<file path="config.mk">
export PLATFORM = sky130hd
export DESIGN_NAME = seg7_scan_ctrl_flat
export DESIGN_NICKNAME = d
export VERILOG_FILES = /design/src/rtl/seg7_scan_ctrl_pkg.sv /design/src/rtl/seg7_scan_ctrl_if.sv /design/src/rtl/seg7_scan_ctrl_decode.sv /design/src/rtl/seg7_scan_ctrl.sv /design/src/flat_wrapper.sv
export SDC_FILE = /design/constraint.sdc
export NUM_CORES = 1
export LEC_CHECK = 0
export ABC_AREA = 1
export BUFFER_PORTS_ARGS = -buffer_cell sky130_fd_sc_hd__buf_2
export CORE_AREA = 4 4 153 155
export CTS_CLUSTER_DIAMETER = 150
export DETAILED_ROUTE_END_ITERATION = 16
export DIE_AREA = 0 0 157 159
export GPL_TIMING_DRIVEN = 1
export PLACE_DENSITY = 0.47
export SYNTH_ARGS = -nofsm -noshare
export SYNTH_HDL_FRONTEND = slang
export SYNTH_SLANG_ARGS = --single-unit
</file>
<file path="constraint.sdc">
create_clock -name clk -period 3.7 [get_ports clk]
set_input_delay 0.37 -clock clk [delete_from_list [all_inputs] [get_ports clk]]
set_output_delay 0.37 -clock clk [all_outputs]
set_load 0.1 [all_outputs]
</file>
<file path="src/rtl/seg7_scan_ctrl_pkg.sv">
// Shared types and constants for the 8-digit 7-segment scan controller.
// Segment patterns are active low, ordered a..g with g in bit 0.
package seg7_pkg;

  typedef enum logic {SHOW = 1'b0, BLANK = 1'b1} state_t;

  localparam logic [6:0] SEG_OFF = 7'h7F;
  localparam logic [7:0] AN_OFF  = 8'hFF;

  localparam logic [0:15][6:0] SEG_TBL = '{
    7'b0000001, 7'b1001111, 7'b0010010, 7'b0000110,
    7'b1001100, 7'b0100100, 7'b0100000, 7'b0001111,
    7'b0000000, 7'b0000100, 7'b0001000, 7'b1100000,
    7'b0110001, 7'b1000010, 7'b0110000, 7'b0111000
  };

endpackage

</file>
<file path="src/rtl/seg7_scan_ctrl_if.sv">
// CPU-side store/mask inputs and display-side outputs of the scan controller.
// The master drives stores and masks; the slave (controller) drives the display pins.
interface seg7_scan_ctrl_if;
  logic        wr_en;
  logic [31:0] wr_data;
  logic [7:0]  dp_mask;
  logic [7:0]  digit_en;
  logic [7:0]  AN;
  logic [6:0]  A2G;
  logic        DP;
  logic        frame_done;

  modport master (output wr_en, wr_data, dp_mask, digit_en,
                  input  AN, A2G, DP, frame_done);
  modport slave  (input  wr_en, wr_data, dp_mask, digit_en,
                  output AN, A2G, DP, frame_done);
endinterface

</file>
<file path="src/rtl/seg7_scan_ctrl_decode.sv">
// Combinational hex nibble to active-low a..g segment pattern.
module seg7_decode
  import seg7_pkg::*;
(
  input  logic [3:0] i_nib,
  output logic [6:0] o_seg
);
  assign o_seg = SEG_TBL[i_nib];
endmodule

</file>
<file path="src/rtl/seg7_scan_ctrl.sv">
// Round-robin 8-digit scan with inter-digit blanking and frame-synchronous data update.
// Optional leading-zero blanking is enabled by defining SEG7_LZB_EN.
module seg7_scan_ctrl
  import seg7_pkg::*;
#(
  parameter int CLK_HZ       = 100_000_000,
  parameter int DIGIT_HZ     = 1000,
  parameter int BLANK_CYCLES = 100
)(
  input  logic            clk,
  input  logic            reset,
  seg7_scan_ctrl_if.slave bus
);
  localparam int DIV  = CLK_HZ / DIGIT_HZ;
  localparam int CMAX = (DIV > BLANK_CYCLES) ? DIV : BLANK_CYCLES;
  localparam int CW   = (CMAX > 1) ? $clog2(CMAX) : 1;
  localparam logic [CW-1:0] SHOW_LAST  = CW'(DIV - 1);
  localparam logic [CW-1:0] BLANK_LAST = CW'(BLANK_CYCLES - 1);

  state_t        r_state, w_state_nx;
  logic [CW-1:0] r_cnt, w_cnt_nx;
  logic [2:0]    r_dig, w_dig_nx;
  logic [31:0]   r_shown, r_pend;
  logic          r_pv;
  logic [7:0]    r_an;
  logic [6:0]    r_seg;
  logic          r_dp, r_fd;

  logic          w_boundary, w_fd_nx, w_lit;
  logic [3:0]    w_nib;
  logic [6:0]    w_seg_dec;
  logic [7:0]    w_lzb;

  always_ff @(posedge clk or posedge reset) begin
    if (reset) begin
      r_state <= SHOW;
      r_cnt   <= '0;
      r_dig   <= '0;
    end else begin
      r_state <= w_state_nx;
      r_cnt   <= w_cnt_nx;
      r_dig   <= w_dig_nx;
    end
  end

  always_comb begin
    w_state_nx = r_state;
    w_cnt_nx   = r_cnt + CW'(1);
    w_dig_nx   = r_dig;
    case (r_state)
      SHOW: if (r_cnt == SHOW_LAST) begin
        w_state_nx = BLANK;
        w_cnt_nx   = '0;
      end
      BLANK: if (r_cnt == BLANK_LAST) begin
        w_state_nx = SHOW;
        w_cnt_nx   = '0;
        w_dig_nx   = r_dig + 3'd1;
      end
      default: w_state_nx = SHOW;
    endcase
  end

  // The boundary is the last blank cycle of digit 7; frame_done is registered
  // one cycle ahead so the pulse lines up with that cycle, letting a store
  // seen alongside the pulse take the bypass path.
  assign w_boundary = (r_state == BLANK) && (r_cnt == BLANK_LAST) && (r_dig == 3'd7);
  assign w_fd_nx    = (w_state_nx == BLANK) && (w_cnt_nx == BLANK_LAST) && (w_dig_nx == 3'd7);

  always_ff @(posedge clk or posedge reset) begin
    if (reset) begin
      r_shown <= '0;
      r_pend  <= '0;
      r_pv    <= 1'b0;
    end else if (w_boundary) begin
      if (bus.wr_en)  r_shown <= bus.wr_data;
      else if (r_pv)  r_shown <= r_pend;
      r_pv <= 1'b0;
    end else if (bus.wr_en) begin
      r_pend <= bus.wr_data;
      r_pv   <= 1'b1;
    end
  end

`ifdef SEG7_LZB_EN
  // Digit i is blanked when it and every higher nibble are zero; digit 0 never.
  always_comb begin
    logic zero_above;
    w_lzb      = '0;
    zero_above = 1'b1;
    for (int i = 7; i >= 1; i--) begin
      zero_above = zero_above && (r_shown[4*i +: 4] == 4'h0);
      w_lzb[i]   = zero_above;
    end
  end
`else
  assign w_lzb = '0;
`endif

  assign w_nib = r_shown[{r_dig, 2'b00} +: 4];

  seg7_decode u_dec (.i_nib(w_nib), .o_seg(w_seg_dec));

  assign w_lit = (r_state == SHOW) && bus.digit_en[r_dig] && !w_lzb[r_dig];

  always_ff @(posedge clk or posedge reset) begin
    if (reset) begin
      r_an  <= AN_OFF;
      r_seg <= SEG_OFF;
      r_dp  <= 1'b1;
      r_fd  <= 1'b0;
    end else begin
      r_an  <= w_lit ? ~(8'd1 << r_dig) : AN_OFF;
      r_seg <= w_lit ? w_seg_dec : SEG_OFF;
      r_dp  <= w_lit ? ~bus.dp_mask[r_dig] : 1'b1;
      r_fd  <= w_fd_nx;
    end
  end

  assign bus.AN         = r_an;
  assign bus.A2G        = r_seg;
  assign bus.DP         = r_dp;
  assign bus.frame_done = r_fd;

endmodule

</file>
<file path="src/flat_wrapper.sv">
// flat-port wrapper written by rule: the top's interface ports become plain ports
module seg7_scan_ctrl_flat import seg7_pkg::*;
#(
  parameter int CLK_HZ       = 100_000_000,
  parameter int DIGIT_HZ     = 1000,
  parameter int BLANK_CYCLES = 100
)
  (clk, reset, bus_wr_en, bus_wr_data, bus_dp_mask, bus_digit_en, bus_AN, bus_A2G, bus_DP, bus_frame_done);
  seg7_scan_ctrl_if bus_i ();
  input  logic clk;
  input  logic reset;
  input wire logic [$bits(bus_i.wr_en)-1:0] bus_wr_en;
  input wire logic [$bits(bus_i.wr_data)-1:0] bus_wr_data;
  input wire logic [$bits(bus_i.dp_mask)-1:0] bus_dp_mask;
  input wire logic [$bits(bus_i.digit_en)-1:0] bus_digit_en;
  output wire logic [$bits(bus_i.AN)-1:0] bus_AN;
  output wire logic [$bits(bus_i.A2G)-1:0] bus_A2G;
  output wire logic [$bits(bus_i.DP)-1:0] bus_DP;
  output wire logic [$bits(bus_i.frame_done)-1:0] bus_frame_done;
  assign bus_i.wr_en = bus_wr_en;
  assign bus_i.wr_data = bus_wr_data;
  assign bus_i.dp_mask = bus_dp_mask;
  assign bus_i.digit_en = bus_digit_en;
  assign bus_AN = bus_i.AN;
  assign bus_A2G = bus_i.A2G;
  assign bus_DP = bus_i.DP;
  assign bus_frame_done = bus_i.frame_done;
  seg7_scan_ctrl #(.CLK_HZ(CLK_HZ), .DIGIT_HZ(DIGIT_HZ), .BLANK_CYCLES(BLANK_CYCLES)) u_core (.clk(clk), .reset(reset), .bus(bus_i));
endmodule
</file>
==> flow_metrics.tcl, run 1 <==
set metrics [dict create \
    outcome "finished clean" \
    timing.final.ws_setup_ps 1140 \
    numCtsBuffers 9 \
    design.die.area_sq_um 25000 \
    grt.overflow.total 0 \
    synthFlopType "sky130_fd_sc_hd__dfrtp_1" \
    syn_to_final_growth_pct 15.8 \
    antenna_cells 0 \
    grt_first_pass_wirelength_microns 22000 \
    fin_area_sq_um 6310 \
    post-cts-setup-buffers 0 \
    layout_min_cycle_time_ps 2560 \
    die_height_microns 159 \
    die_width_microns 157 \
    timing.critical_path.cells "inv_1 > o21ai_0 > o22ai_1 > o21ai_1 > inv_1 > ha_1 > inv_1 > nor2_1 > a21oi_1 > nand2_1" \
    globalplace.congestion 0.816 \
    setup_repair_after_global_routing_missed_its_margin "false" \
    detail_route.wirelength_microns 13200 \
    drc_marker_count_from_the_first_detailed_route_iteration 248 \
    dp_hpwl_microns 9620 \
    route.antenna.remaining_nets 0 \
    reg2regPathDepth 10 \
    cts_tree "done" \
    cts-hold-fix-buffers 0 \
    synth_area_sq_um 5450 \
    final_max_slew_viol_count 0 \
    setup.worst_path.start_class "flip-flop" \
    finalSetupViolations 0 \
    vias_in_the_first_global_route 4309 \
    n_fill_cell 2389 \
    pre_cts_slack_ps 1170 \
    cts_buffer_depth 2 \
    layout_commonest_cell "sky130_fd_sc_hd__nand2_1" \
    worstHoldPathType "in -> async" \
    count_of_buffers_inserted_at_the_top_level_ports 67 \
    worst-path-buf-inv 3 \
    timing.max_cap.violations 0 \
    cpLargestDelayFamily "compound AO/OA/AOI/OAI gates" \
    mostFrequentLayoutCells "152 x sky130_fd_sc_hd__nand2_1, 91 x sky130_fd_sc_hd__o21ai_0, 87 x sky130_fd_sc_hd__dfrtp_1" \
    start_util_pct 25.0 \
    drt-wirelength-per-cell_microns 13.0 \
    powerDensity_nw_per_um2 390 \
    r2r-end "u_core.bus.A2G[6]$_DFF_PP1_" \
    path_clk_slew_ps 70 \
    yosysSeqAreaShare_pct 47.7 \
    clock_sink_count 103 \
    worst_pin_slew_ps 1020 \
    nets 789 \
    crit_path_top_delay_cell "sky130_fd_sc_hd__dfrtp_1" \
    hold_viol 0 \
    timing.fmax_ghz 0.391 \
    crit_path_dat_ps 2840 \
    std_cell_rows 54 \
    drt_pre_antenna_iters 4 \
    vias 4350 \
    p_leak_nw 3.03 \
    worst_path_most_repeated_cell "sky130_fd_sc_hd__inv_1" \
    crit_share_post_route_pct 69.1 \
    timing.setup.critical_path_class "reg -> reg" \
    io_pins 68 \
    groute.usage.overall_pct 10.9 \
    postSynthRegisterBits 103 \
    fin_tns_setup_ps 0 \
    place_area_sq_um 6010 \
    route.detailed.vias_per_inst 4.31 \
    edff_count_synth 0 \
    ctsRootBufferMaster "sky130_fd_sc_hd__clkbuf_16" \
    maximum_number_of_pins_on_one_net_before_global_route_repair 69 \
    worstReg2RegStart "u_core.r_dig[1]$_DFF_PP0_" \
    syn_nets 737 \
    htree_num_levels 3 \
    synth_async_sr_flop_share_pct 100 \
    route.detailed.drc 0 \
    avgSynthCellArea_sq_um 8.09 \
    synthCells 673 \
    worst-endpoint-required_ps 3980 \
    yosys_warnings 0 \
    core_area_sq_um 21800 \
    timing.critical_path.fanout_max 18 \
    r2r_slack_ps 1140 \
    timing.clock.skew_ps 6.54 \
    timing.slew.headroom_pct 31.9 \
    synth.distinct_cells 32 \
    p_total_w 0.00246 \
    final_layout_size_suffix_gt1_share_pct 24.0 \
    crit_path_max_incr_delay_ps 720 \
    vdd.ir_drop.worst_mv 0.195 \
    antenna_found_initial 0 \
    critical_path.endpoint_type "flip-flop" \
    worst_skew_pair.late_latency_ps 350 \
    cts-resized-gates 0 \
]
[final cells by class]
type                            count  area, sq um  area share (%)
Sequential cell                   103         2600            41.2
Tap cell                          280          350            5.56
Inverter                           77          292            4.62
Multi-Input combinational cell    463         2390            37.9
Clock buffer                       11          243            3.85
Clock inverter                      5         56.3           0.893
Timing Repair Buffer               71          378            5.99
[how the worst max path moves through the flow]
stage	startpoint	to	slack, ps	cells after the start
6_report	u_core.r_dig[1]$_DFF_PP0_	u_core.bus.A2G[6]$_DFF_PP1_	1140	10
3_3_place_gp	u_core.r_dig[1]$_DFF_PP0_	u_core.bus.A2G[1]$_DFF_PP1_	1280	10
3_5_place_dp	u_core.r_dig[1]$_DFF_PP0_	u_core.bus.A2G[6]$_DFF_PP1_	1170	10
5_1_grt	u_core.r_dig[1]$_DFF_PP0_	u_core.bus.A2G[1]$_DFF_PP1_	820	10
4_1_cts	u_core.r_dig[1]$_DFF_PP0_	u_core.bus.A2G[6]$_DFF_PP1_	1150	10
2_1_floorplan	reset	u_core.bus.frame_done$_DFF_PP0_	650	1
[flip-flops by register name, indices dropped and copies added, names as in the netlist]
name	cells
u_core.bus.frame_done	1
u_core.bus.AN	8
u_core.bus.DP	1
u_core.r_shown	32
u_core.r_dig	3
u_core.r_pend	32
u_core.r_cnt	17
u_core.r_pv	1
u_core.r_state	1
u_core.bus.A2G	7
[Yosys cell counts (2+ instances only)]
cell type                  count  area share (%)
sky130_fd_sc_hd__nand2_1     153              11
sky130_fd_sc_hd__o21ai_0      91             8.4
sky130_fd_sc_hd__dfrtp_1      87              40
sky130_fd_sc_hd__inv_1        72             5.0
sky130_fd_sc_hd__nor2_1       68             4.7
sky130_fd_sc_hd__o21ai_2      32             5.1
sky130_fd_sc_hd__nand3_1      30             2.8
sky130_fd_sc_hd__nand2_2      28             3.2
sky130_fd_sc_hd__dfstp_2      16             7.7
sky130_fd_sc_hd__clkbuf_1     15             1.0
sky130_fd_sc_hd__ha_1         13             3.0
sky130_fd_sc_hd__a21oi_1       8            0.73
sky130_fd_sc_hd__buf_6         7             1.4
sky130_fd_sc_hd__nand4_1       7            0.80
sky130_fd_sc_hd__buf_2         6            0.55
sky130_fd_sc_hd__inv_2         5            0.34
sky130_fd_sc_hd__o211ai_1      5            0.69
sky130_fd_sc_hd__o21ai_1       5            0.46
sky130_fd_sc_hd__o22ai_1       5            0.57
sky130_fd_sc_hd__xnor2_1       4            0.64
sky130_fd_sc_hd__xor2_1        3            0.48
sky130_fd_sc_hd__nor2_2        2            0.23
sky130_fd_sc_hd__nor3_1        2            0.18
[per-layer routing]
metal	vias up	part of all wire, %	track usage [%]
met2	88	44	16.2
met5	-	0	0
met1	1990	51	15.9
li1	2261	-	-
met4	0	0.87	2.41
met3	11	4.7	2.66
[power by group]
part	internal [W]	switching, W	total [W]
registers	0.00119	0.0000296	0.00122
logic	0.0000801	0.000191	0.000271
clock network	0.000544	0.000426	0.000970
total	0.00181	0.000647	0.00246
[logic make-up after synthesis]
logic type | after synthesis | share of synthesized area (%)
AND/OR/NAND/NOR | 293 | 23.1
AO/OA/AOI/OAI | 150 | 16.6
buffers and inverters | 107 | 8.54
flip-flops | 103 | 47.7
adder cells (fa/ha/maj) | 13 | 2.99
XOR/XNOR | 7 | 1.13
[through the flow]
stage / utilization [%] / hold slack (ps) / instances
final: 28.9 / 194 / 1010
after global routing: 28.9 / 291 / 1010
after CTS: 28.9 / 263 / 1010
after detailed placement: 27.5 / 468 / 994
after global placement: 27.5 / 461 / 994
after floorplan: - / 448 / 673
No activity file was read; power rests on OpenSTA's default activity.
==> run 2, diff against run 1 <==
ABC_AREA = 0   (was 1)
CORE_AREA = 4 4 151 153   (was 4 4 153 155)
DIE_AREA = 0 0 155 157   (was 0 0 157 159)
PLACE_DENSITY = 0.46   (was 0.47)
clock period = 2.41 ns   (was 3.7 ns; I/O delays follow)
==> flow_metrics.tcl, run 2 <==
set metrics [dict create \
    antenna_cells 0 \
    route.detailed.vias_per_inst 4.29 \
    worstHoldPathType "in -> async" \
    worst-endpoint-required_ps 2650 \
    path_clk_slew_ps 70 \
    fin_tns_setup_ps 0 \
    crit_share_post_route_pct 97.9 \
    synth_top_area_cell "sky130_fd_sc_hd__dfrtp_1" \
    htree_num_levels 3 \
    edff_count_synth 0 \
    synthCells 395 \
    vdd.ir_drop.worst_mv 0.221 \
    timing.setup.critical_path_class "reg -> reg" \
    synth_top_cells_by_count "87 x sky130_fd_sc_hd__dfrtp_1, 71 x sky130_fd_sc_hd__mux2_2, 30 x sky130_fd_sc_hd__mux2_4, 30 x sky130_fd_sc_hd__nand2_1, 17 x sky130_fd_sc_hd__nor2_1" \
    powerDensity_nw_per_um2 574 \
    route.detailed.drc 0 \
    setup.worst_path.start_class "flip-flop" \
    syn_to_final_growth_pct 22.3 \
    final_max_slew_viol_count 0 \
    crit_path_max_incr_delay_ps 550 \
    drc_marker_count_from_the_first_detailed_route_iteration 110 \
    drt_pre_antenna_iters 4 \
    ff_latch_area_sq_um 2600 \
    grt.overflow.total 0 \
    timing.slew.headroom_pct 45.6 \
    final_layout_size_suffix_gt1_share_pct 51.2 \
    cts_buffer_depth 2 \
    dp_hpwl_microns 8540 \
    p_leak_nw 2.85 \
    hold_viol 0 \
    nets 547 \
    area_of_the_multi_input_gates_sq_um 2520 \
    layout_top_registers "u_core.r_pend x32, u_core.r_shown x32, u_core.r_cnt x17" \
    clock_sink_count 103 \
    drt-wirelength-per-cell_microns 15.2 \
    count_of_buffers_inserted_at_the_top_level_ports 67 \
    final_util_pct 29.8 \
    syn_nets 459 \
    n_fill_cell 2186 \
    globalplace.congestion 0.805 \
    mostFrequentLayoutCells "87 x sky130_fd_sc_hd__dfrtp_1, 71 x sky130_fd_sc_hd__mux2_2, 67 x sky130_fd_sc_hd__buf_2" \
    synthFlopType "sky130_fd_sc_hd__dfrtp_1" \
    route.antenna.remaining_nets 0 \
    synth.distinct_cells 42 \
    io_pins 68 \
    groute.usage.overall_pct 9.89 \
    setup_repair_after_global_routing_missed_its_margin "true" \
    yosysSeqAreaShare_pct 49.4 \
    numCtsBuffers 9 \
    synth_area_sq_um 5260 \
    antenna_found_initial 2 \
    timing.critical_path.cells "or4_4 > nor4_4 > nand3_4 > or3_4 > buf_12 > mux2_4" \
    synthTopCellsByArea "sky130_fd_sc_hd__dfrtp_1 41%, sky130_fd_sc_hd__mux2_2 15%, sky130_fd_sc_hd__mux2_4 8.6%" \
    most_frequent_cell_after_synthesis "sky130_fd_sc_hd__dfrtp_1" \
    post-cts-setup-buffers 0 \
    grt_first_pass_wirelength_microns 18900 \
    postSynthRegisterBits 103 \
    finalSetupViolations 0 \
    ctsRootBufferMaster "sky130_fd_sc_hd__clkbuf_16" \
    crit_path_dat_ps 2600 \
    core_area_sq_um 21600 \
    timing.critical_path.fanout_max 16 \
    cts_tree "done" \
    avgSynthCellArea_sq_um 13.3 \
    timing.max_cap.violations 0 \
    layout_commonest_cell "sky130_fd_sc_hd__dfrtp_1" \
    maximum_number_of_pins_on_one_net_before_global_route_repair 37 \
    timing.fmax_ghz 0.424 \
    timing.clock.skew_ps 11.2 \
    design.die.area_sq_um 24300 \
    synth_async_sr_flop_share_pct 100 \
    layout_min_cycle_time_ps 2360 \
    synth.top_cell.area_share_pct 41.4 \
    std_cell_rows 54 \
    worst_pin_slew_ps 815 \
    critical_path.endpoint_type "flip-flop" \
    yosys_warnings 0 \
    crit_path_top_delay_cell "sky130_fd_sc_hd__or4_4" \
    die_height_microns 157 \
    outcome "finished clean" \
    start_util_pct 24.4 \
    worst_skew_pair.late_latency_ps 350 \
    die_width_microns 155 \
    detail_route.wirelength_microns 11600 \
    vias 3293 \
    vias_in_the_first_global_route 3553 \
]
-- run 2: cell types whose count changed after synthesis, moves of 22 or more --
cell and change:
sky130_fd_sc_hd__nand2_2 -28, sky130_fd_sc_hd__o21ai_0 -87, sky130_fd_sc_hd__mux2_2 +71, sky130_fd_sc_hd__nor2_1 -51, sky130_fd_sc_hd__nand2_1 -123, sky130_fd_sc_hd__o21ai_2 -32, sky130_fd_sc_hd__inv_1 -61, sky130_fd_sc_hd__mux2_4 +30
sky130_fd_sc_hd__nand3_1 -22
-- run 2: metrics by stage --
| step | area (sq um) | setup slack [ps] | total power [W] | hold slack [ps] | cells |
|---|---|---|---|---|---|
| after floorplan | 5260 | -78.6 | 0.00219 | 393 | 395 |
| after global placement | 6100 | -49.6 | 0.00231 | 439 | 751 |
| after detailed placement | 6100 | -66.8 | 0.00232 | 439 | 751 |
| after CTS | 6420 | 7.53 | 0.00375 | 57.8 | 768 |
| after global routing | 6430 | -15.7 | 0.00386 | 74.2 | 768 |
| final | 6430 | 50.2 | 0.00369 | 22.3 | 768 |
-- run 2: cell families (layout without fill, tap and decap cells) --
logic type | after synthesis | count (layout) | share of synthesized area, %
AOI/OAI and AO/OA | 18 | 18 | 2.40
buffers and inverters | 31 | 124 | 2.95
xor gates and xnor gates | 16 | 16 | 2.67
muxes | 118 | 118 | 29.9
and+or+nand+nor | 96 | 96 | 9.61
adders and majority gates | 13 | 13 | 3.09
DFF | 103 | 103 | 49.4
-- run 2: worst max-delay path: cells and delay by family, from the launching register on --
family                 cells  cell delay, ps
and+or+nand+nor            4            1370
DFF                        1             380
buffers and inverters      1             190
muxes                      1             300
-- run 2: where the power goes --
group          internal [W]  leakage (nW)  switching (W)
logic              0.000198          1.44       0.000225
clock network      0.000737         0.129       0.000672
registers           0.00182          1.27      0.0000384
-- run 2: final timing paths --
path / endpoint / cells past startpoint / slack (ps) / from
max: u_core.r_shown[4]$_DFFE_PP0P_ / 6 / 50 / u_core.r_cnt[8]$_DFF_PP0_
min: u_core.r_pend[0]$_DFFE_PP0P_ / 2 / 20 / reset
max reg2reg: u_core.r_shown[4]$_DFFE_PP0P_ / 6 / 50 / u_core.r_cnt[8]$_DFF_PP0_
min reg2reg: u_core.r_pend[20]$_DFFE_PP0P_ / 1 / 500 / u_core.r_pend[20]$_DFFE_PP0P_
max in group asynchronous: u_core.bus.DP$_DFF_PP1_ / 3 / 1600 / reset
min in group clk: u_core.r_pend[7]$_DFFE_PP0P_ / 2 / 130 / bus_wr_data[7]
-- run 2: final cells by class --
| type | instances | area share, % |
|---|---|---|
| Clock buffer | 11 | 3.78 |
| Clock inverter | 5 | 0.623 |
| Inverter | 11 | 0.701 |
| Multi-Input combinational cell | 261 | 39.2 |
| Sequential cell | 103 | 40.4 |
| Tap cell | 280 | 5.45 |
| Timing Repair Buffer | 97 | 9.81 |
-- run 2: repair_timing --
action,in CTS,in global routing
endpoints found under the setup margin,33,27
cloned,1,0
hold buffers,0,0
gates resized for setup,3,4
-- run 2: metal layers --
layer | GRT usage [%] | share of wire, % | vias to the layer above
li1 | - | - | 1590
met1 | 12.9 | 46 | 1622
met2 | 15.5 | 46 | 57
met3 | 2.53 | 4.4 | 20
met4 | 4.54 | 2.6 | 4
met5 | 0 | 0.18 | -
==> run 3, diff against run 2 <==
HOLD_SLACK_MARGIN = 0.1   (was not set)
==> flow_metrics.tcl, run 3 (same netlist as run 2, synthesis figures left out) <==
set metrics [dict create \
    route.detailed.vias_per_inst 4.28 \
    setup.worst_path.start_class "flip-flop" \
    powerDensity_nw_per_um2 573 \
    timing.clock.skew_ps 11.2 \
    internal_power_w 0.00276 \
    count_of_buffers_inserted_at_the_top_level_ports 67 \
    drt_pre_antenna_iters 4 \
    layout_commonest_cell "sky130_fd_sc_hd__dfrtp_1" \
    sw_frac_of_total_pct 25.3 \
    comb_power_share_pct 11.5 \
    crit_path_dat_ps 2600 \
    n_fill_cell 2185 \
    numCtsBuffers 9 \
    met2RoutedLength_microns 5400 \
    vdd.ir_drop.worst_mv 0.221 \
    std_cell_rows 54 \
    antenna_found_initial 2 \
    route.antenna.remaining_nets 0 \
    grt.overflow.total 0 \
    worst_skew_pair.late_latency_ps 350 \
    design.die.area_sq_um 24300 \
    groute.usage.overall_pct 9.90 \
    pre_cts_slack_ps -66.8 \
    drt-wirelength-per-cell_microns 15.1 \
    worst-endpoint-required_ps 2650 \
    p_leak_nw 2.85 \
    clock_sink_count 103 \
    grt_first_pass_wirelength_microns 18900 \
    globalplace.congestion 0.805 \
    dp_hpwl_microns 8540 \
    nets 548 \
    top_layer "met5" \
    timing.final.ws_setup_ps 50.5 \
    setup_repair_after_global_routing_missed_its_margin "true" \
    cts_tree "done" \
    layout_top_registers "u_core.r_pend x32, u_core.r_shown x32, u_core.r_cnt x17" \
    hold_viol 0 \
    worst_pin_slew_ps 812 \
    wl_met3_microns 520 \
    timing.critical_path.fanout_max 16 \
    core_area_sq_um 21600 \
    timing.slew.headroom_pct 45.7 \
    ctsRootBufferMaster "sky130_fd_sc_hd__clkbuf_16" \
    vias_in_the_first_global_route 3556 \
    maximum_number_of_pins_on_one_net_before_global_route_repair 37 \
    worstHoldPathType "in -> reg" \
    vias 3292 \
    syn_to_final_growth_pct 22.5 \
    fin_tns_setup_ps 0 \
    timing.fmax_ghz 0.424 \
    die_height_microns 157 \
    layout_min_cycle_time_ps 2360 \
    final_util_pct 29.9 \
    crit_share_post_route_pct 97.9 \
    finalSetupViolations 0 \
    netSwitchingPower_w 0.000936 \
    critical_path.endpoint_type "flip-flop" \
    fin_area_sq_um 6440 \
    io_pins 68 \
    timing.setup.critical_path_class "reg -> reg" \
    route.detailed.drc 0 \
    sequentialPowerShare_pct 50.3 \
    htree_num_levels 3 \
    detail_route.wirelength_microns 11600 \
    timing.max_cap.violations 0 \
    detail_route.wirelength.met1_microns 5380 \
    post-cts-setup-buffers 0 \
    drc_marker_count_from_the_first_detailed_route_iteration 106 \
    place_area_sq_um 6100 \
    antenna_cells 0 \
    outcome "finished clean" \
    mostFrequentLayoutCells "87 x sky130_fd_sc_hd__dfrtp_1, 71 x sky130_fd_sc_hd__mux2_2, 67 x sky130_fd_sc_hd__buf_2" \
    share_clk_of_total_power_pct 38.2 \
    start_util_pct 24.4 \
    final_layout_size_suffix_gt1_share_pct 51.1 \
    cts_buffer_depth 2 \
    path_clk_slew_ps 70 \
    die_width_microns 155 \
    final_max_slew_viol_count 0 \
]
run 3: final timing paths:
check	startpoint	to	slack, ps	cells past startpoint
max in group asynchronous	reset	u_core.bus.DP$_DFF_PP1_	1050	4
min reg2reg	u_core.r_pend[24]$_DFFE_PP0P_	u_core.r_pend[24]$_DFFE_PP0P_	500	1
min	bus_wr_data[7]	u_core.r_pend[7]$_DFFE_PP0P_	130	2
max reg2reg	u_core.r_cnt[8]$_DFF_PP0_	u_core.r_shown[4]$_DFFE_PP0P_	50	6
min in group asynchronous	reset	u_core.r_pend[0]$_DFFE_PP0P_	580	3
max	u_core.r_cnt[8]$_DFF_PP0_	u_core.r_shown[4]$_DFFE_PP0P_	50	6
run 3: area by class of cell:
cell class	instances	area [sq um]	share of cell area, %
well taps	280	350	5.44
repair buffers	98	641	9.95
inverters	11	45.0	0.700
flip-flops and latches	103	2600	40.3
clock buffers	11	243	3.77
clock inverters	5	40.0	0.622
multi-input cells	261	2520	39.2
run 3: power groups by stage:
stage          sequential (W)  clock [W]  combinational [W]
2_1_floorplan         0.00196          0           0.000230
3_3_place_gp          0.00189          0           0.000426
3_5_place_dp          0.00189          0           0.000432
4_1_cts               0.00186    0.00146           0.000435
5_1_grt               0.00187    0.00153           0.000464
6_report              0.00186    0.00141           0.000424
run 3: metrics by stage:
| step | instances | power (W) | hold slack [ps] |
|---|---|---|---|
| finish | 769 | 0.00369 | 131 |
| global route | 769 | 0.00386 | 125 |
| CTS | 769 | 0.00375 | 116 |
| detailed placement | 751 | 0.00232 | 439 |
| global placement | 751 | 0.00231 | 439 |
| floorplan | 395 | 0.00219 | 393 |
run 3: critical path: stages (launching register included):
cell	delay, ps
sky130_fd_sc_hd__dfrtp_1	380
sky130_fd_sc_hd__or4_4	550
sky130_fd_sc_hd__nor4_4	330
sky130_fd_sc_hd__nand3_4	100
sky130_fd_sc_hd__or3_4	390
sky130_fd_sc_hd__buf_12	190
sky130_fd_sc_hd__mux2_4	300
run 3: layer usage:
layer  vias to the layer above  GRT usage, %
met5                         -             0
met4                         4          4.54
met3                        20          2.56
met2                        57          15.5
met1                      1619          12.9
li1                       1592             -
run 3: timing repair:
action                     4_1_cts  5_1_grt
gates resized for setup          3        4
hold buffers                     1        0
hold endpoints to repair        32        0
setup endpoints to repair       33       27
cloned                           1        0
